[config.mk]
export PLATFORM = sky130hd
export DESIGN_NAME = baud_tick_generator
export DESIGN_NICKNAME = d
export VERILOG_FILES = /design/src/rtl/uart_pkg.sv /design/src/rtl/phase_accumulator.sv /design/src/rtl/baud_tick_generator.sv
export SDC_FILE = /design/constraint.sdc
export NUM_CORES = 1
export LEC_CHECK = 0
export CORE_MARGIN = 1
export CORE_UTILIZATION = 40
export CTS_CLUSTER_DIAMETER = 100
export CTS_CLUSTER_SIZE = 14
export DETAILED_ROUTE_END_ITERATION = 16
export HOLD_SLACK_MARGIN = 0.08
export PLACE_DENSITY = 0.74
export SYNTH_ARGS = -nofsm -noshare
export SYNTH_HDL_FRONTEND = slang
export SYNTH_HIERARCHICAL = 1
export SYNTH_SLANG_ARGS = --single-unit
[constraint.sdc]
create_clock -name clock -period 7.73 [get_ports clock]
set_clock_uncertainty 0.15 [all_clocks]
set_input_delay 1.1595 -clock clock [delete_from_list [all_inputs] [get_ports clock]]
set_output_delay 1.1595 -clock clock [all_outputs]
set_load 0.1 [all_outputs]
[src/rtl/uart_pkg.sv]
// rtl/uart_pkg.sv - shared UART timing constants and increment helper
package uart_pkg;

  // Phase accumulator width used by the bit-clock generators.
  localparam int ACC_W_DEFAULT = 24;

  // Oversampling ticks per UART bit.
  localparam int OVERSAMPLE_DEFAULT = 16;

  // Accumulator increment for a given clock, baud and oversample, rounded
  // to nearest: inc = round(baud * oversample * 2^acc_w / clk_hz).
  function automatic longint unsigned calc_inc(
    input longint unsigned clk_hz,
    input longint unsigned baud,
    input longint unsigned oversample,
    input int              acc_w
  );
    longint unsigned num;
    num = (baud * oversample) << acc_w;
    return (num + (clk_hz / 2)) / clk_hz;
  endfunction

endpackage

[src/rtl/phase_accumulator.sv]
// rtl/phase_accumulator.sv - fractional phase accumulator with restart and enable muxing
module phase_accumulator #(
  parameter int ACC_W = 24
) (
  input  logic             clock,
  input  logic             reset,
  input  logic             enable,
  input  logic             restart,
  input  logic [ACC_W-1:0] inc,
  output logic             carry
);

  // Restart re-aligns to half phase so the first tick lands mid-period.
  localparam logic [ACC_W-1:0] HALF_PHASE = {1'b1, {(ACC_W-1){1'b0}}};

  logic [ACC_W-1:0] acc;
  logic [ACC_W:0]   sum;

  // One extra bit on the adder captures the overflow that becomes a tick.
  always_comb begin
    sum   = {1'b0, acc} + {1'b0, inc};
    carry = enable && !restart && sum[ACC_W];
  end

  // Restart beats enable; with enable low the phase simply holds.
  always_ff @(posedge clock or negedge reset) begin
    if (!reset) begin
      acc <= '0;
    end else if (restart) begin
      acc <= HALF_PHASE;
    end else if (enable) begin
      acc <= sum[ACC_W-1:0];
    end
  end

endmodule

[src/rtl/baud_tick_generator.sv]
// rtl/baud_tick_generator.sv - programmable oversample/bit tick and baud clock generator
module baud_tick_generator
  import uart_pkg::*;
#(
  parameter int          ACC_W       = ACC_W_DEFAULT,
  parameter int          OVERSAMPLE  = OVERSAMPLE_DEFAULT,
  parameter int unsigned DEFAULT_INC = 103079
) (
  input  logic             clock,
  input  logic             reset,
  input  logic             enable,
  input  logic             restart,
  input  logic             inc_load,
  input  logic [ACC_W-1:0] inc_value,
  output logic [ACC_W-1:0] inc,
  output logic             os_tick,
  output logic             bit_tick,
  output logic             baud_clk
);

  localparam int               CNT_W   = (OVERSAMPLE > 2) ? $clog2(OVERSAMPLE) : 1;
  localparam logic [CNT_W-1:0] CNT_MAX = CNT_W'(OVERSAMPLE - 1);
  localparam logic [CNT_W-1:0] CNT_HALF = CNT_W'(OVERSAMPLE / 2);
  localparam logic [ACC_W-1:0] INC_RST = ACC_W'(DEFAULT_INC);

  logic             carry;
  logic [CNT_W-1:0] os_cnt;
  logic [CNT_W-1:0] os_cnt_nxt;
  logic             last_os;

  phase_accumulator #(
    .ACC_W (ACC_W)
  ) u_phase_accumulator (
    .clock   (clock),
    .reset   (reset),
    .enable  (enable),
    .restart (restart),
    .inc     (inc),
    .carry   (carry)
  );

  // Increment register; the accumulation in the load cycle still sees the old value.
  always_ff @(posedge clock or negedge reset) begin
    if (!reset) begin
      inc <= INC_RST;
    end else if (inc_load) begin
      inc <= inc_value;
    end
  end

  // Oversample position within the bit, advanced only on an overflow.
  always_comb begin
    last_os    = (os_cnt == CNT_MAX);
    os_cnt_nxt = os_cnt;
    if (carry) begin
      os_cnt_nxt = last_os ? '0 : os_cnt + 1'b1;
    end
  end

  // Registered ticks and square wave; restart clears, disable freezes with ticks low.
  always_ff @(posedge clock or negedge reset) begin
    if (!reset) begin
      os_cnt   <= '0;
      os_tick  <= 1'b0;
      bit_tick <= 1'b0;
      baud_clk <= 1'b0;
    end else if (restart) begin
      os_cnt   <= '0;
      os_tick  <= 1'b0;
      bit_tick <= 1'b0;
      baud_clk <= 1'b0;
    end else if (enable) begin
      os_cnt   <= os_cnt_nxt;
      os_tick  <= carry;
      bit_tick <= carry && last_os;
      baud_clk <= (os_cnt_nxt >= CNT_HALF);
    end else begin
      os_tick  <= 1'b0;
      bit_tick <= 1'b0;
    end
  end

endmodule

==> qor.txt <==
GP Congestion: 0.8541
clock-pin slew on the worst setup and hold paths: 0.10 ns
worst setup margin: 4.298 ns
slew margin rel.: 0.3236
Final nets: 455
Pre-Repair DR Iteration Count: 4
die area: 0.009060 mm²
Clock Latency Late Sink: 0.30 ns
Yosys cell types: 62
GRT met1 Usage: 0.2199
vias per cell: 5.549
Die Wd: 95.19 µm
starting DRC count in detailed routing: 116
dominant register cell in the synthesized netlist: dfrtp_1
Pleak: 1.822 nW
Synth warnings: 6
cell taking the most area after synthesis: dfrtp_1
Yosys reg bits: 55
Post-Synthesis Cells: 347
GR peak layer: met2
VDD IR-drop max: 0.1072 mV
antenna violations before repair: 0
final hold vios: 0
TritonCTS Buffers: 5
n_diodes: 0
average size of a mapped cell: 10.01 µm²
IO buf count: 55
Total GRT Usage: 0.1723
# setup viols final: 0
Core Util, Final: 0.5103
Max Root-Sink Buffers: 2
Cells after DPL: 498
postcts setup bufs: 0
Num Clock Sinks: 55
CTS resizes: 0
max-slew violations: 0
largest net degree at the start of global routing: 56
routed via count: 2808
area delta synth->final: 21.94%
HP Class: reg -> reg
share of cells above drive strength 1: 0.1496
Synth area leaders: dfrtp_1 (33%), ha_1 (9.0%), mux2_2 (7.8%)
die height: 95.19 µm
Max Freq: 291.4 MHz
synthesized area: 0.003473 mm²
startpoint types: input pin
number of non-filler instances in the completed layout: 506
dpl ws: 4.004 ns
Pwr Total: 1.042 mW
total gr overflow: 0
Initial Utilization: 0.4185
H-tree levels: 2
top cell type's share of synthesized area: 0.3314
worst-margin pin slew: 1.011 ns
DR WL/cell: 14.60 µm
Crit Path Class: in -> reg
M3 GR Usage: 0.02313
post-synthesis sequential area ratio: 0.3995
P per Cell Area: 245.9 mW/mm²
# IOs: 56
Core ar.: 0.008299 mm²
Post-Route WL: 7386 µm
critical path capture point type: register
CTS tree: done
Post-Route Setup TNS: 0 ns
Rows: 33
# Max-Cap Violations: 0
dpl hpwl: 5345 µm
status: finished clean
WP data required: 7.80 ns
first-pass GRT wire length: 12400 µm
Post-CTS Hold Buffers: 0
Routed Antenna Nets: 0
DRC Markers: 0
CP Max Fanout: 34
top cells by count, synth: dfrtp_1 (46), nor2_1 (40), ha_1 (25), nand2_1 (25), mux2_2 (24)
asr flop ratio synth: 1.000
number of synthesized flops with an enable pin: 0
Arr. time, crit path: 3.50 ns
vias in the first global route: 2693
unrepaired setup endpoints after global routing: false
fin crit share: 0.4439
met2 GRT Util: 0.3018
Mapped Nets: 402
CTS Root Cell: clkbuf_8
Tmin final: 3.432 ns
most numerous cell in the Yosys netlist: dfrtp_1
cell usage in the layout (no fill, tap or decap), drive strengths merged, types with 9 or more instances in the layout:
master	instances
o21ai	24
mux2	24
nor2	41
xnor2	11
dfstp	9
mux2i	13
clkdlybuf4s50	54
a21oi	24
dfrtp	46
ha	25
nand2	26
nand3	9
sequential cells by signal, summed over array words and instances, names as in the netlist:
register and count:
bit_tick 1, os_tick 1, baud_clk 1, inc 24
os_cnt 4, u_phase_accumulator/acc 24
power by group:
group          switching [mW]  internal (mW)  total (mW)
combinational           0.309          0.182       0.491
clock                  0.0946         0.0966       0.191
sequential             0.0281          0.331       0.359
total                   0.432          0.610        1.04
per-stage QoR:
stage | cell area (µm²) | hold slack (ns)
5_1_grt | 4235 | 0.3678
2_1_floorplan | 3473 | 0.3035
3_5_place_dp | 4123 | 0.3205
3_3_place_gp | 4123 | 0.3163
6_report | 4235 | 0.3382
4_1_cts | 4235 | 0.3450
cells by family (layout without fill, tap and decap cells):
| kind of cell | after synthesis | in the layout | synth area share |
|---|---|---|---|
| and+or+nand+nor | 109 | 109 | 0.1581 |
| AOI/OAI and AO/OA | 86 | 86 | 0.1689 |
| DFF | 55 | 55 | 0.3995 |
| muxes | 37 | 37 | 0.1153 |
| adders and majority gates | 26 | 26 | 0.09582 |
| buffers and inverters | 18 | 72 | 0.02197 |
| xor gates and xnor gates | 16 | 16 | 0.04034 |
cell type report:
class / count / area, µm²
Inverter: 5 / 18.77
Clock buffer: 5 / 68.82
Timing Repair Buffer: 59 / 575.6
Tap cell: 105 / 131.4
Multi-Input combinational cell: 274 / 2009
Fill cell: 761 / 4064
Clock inverter: 3 / 43.79
Sequential cell: 55 / 1388
critical path: stages:
cell	delay, ns
clkdlybuf4s50_1	0.46
buf_4	0.37
nor2b_1	0.35
o21ai_0	0.14
a21oi_1	0.36
and4_1	0.33
a21oi_1	0.08
a311oi_1	0.24
routing by layer:
layer,part of all wire,up-vias
li1,-,1369
met1,0.47,1369
met2,0.49,64
met3,0.035,6
met4,0.013,0
met5,0,-
worst paths after layout:
check / cells past startpoint / endpoint / startpoint / slack (ns)
max: 8 / os_cnt[3] / enable / 4.30
min: 1 / u_phase_accumulator/acc[21] / u_phase_accumulator/acc[21] / 0.34
max reg2reg: 11 / os_cnt[3] / inc[12] / 4.44
min reg2reg: 1 / u_phase_accumulator/acc[21] / u_phase_accumulator/acc[21] / 0.34
max in group asynchronous: 2 / u_phase_accumulator/acc[4] / reset / 6.15
min in group asynchronous: 2 / inc[23] / reset / 0.83
No activity file was read; power rests on OpenSTA's default activity.
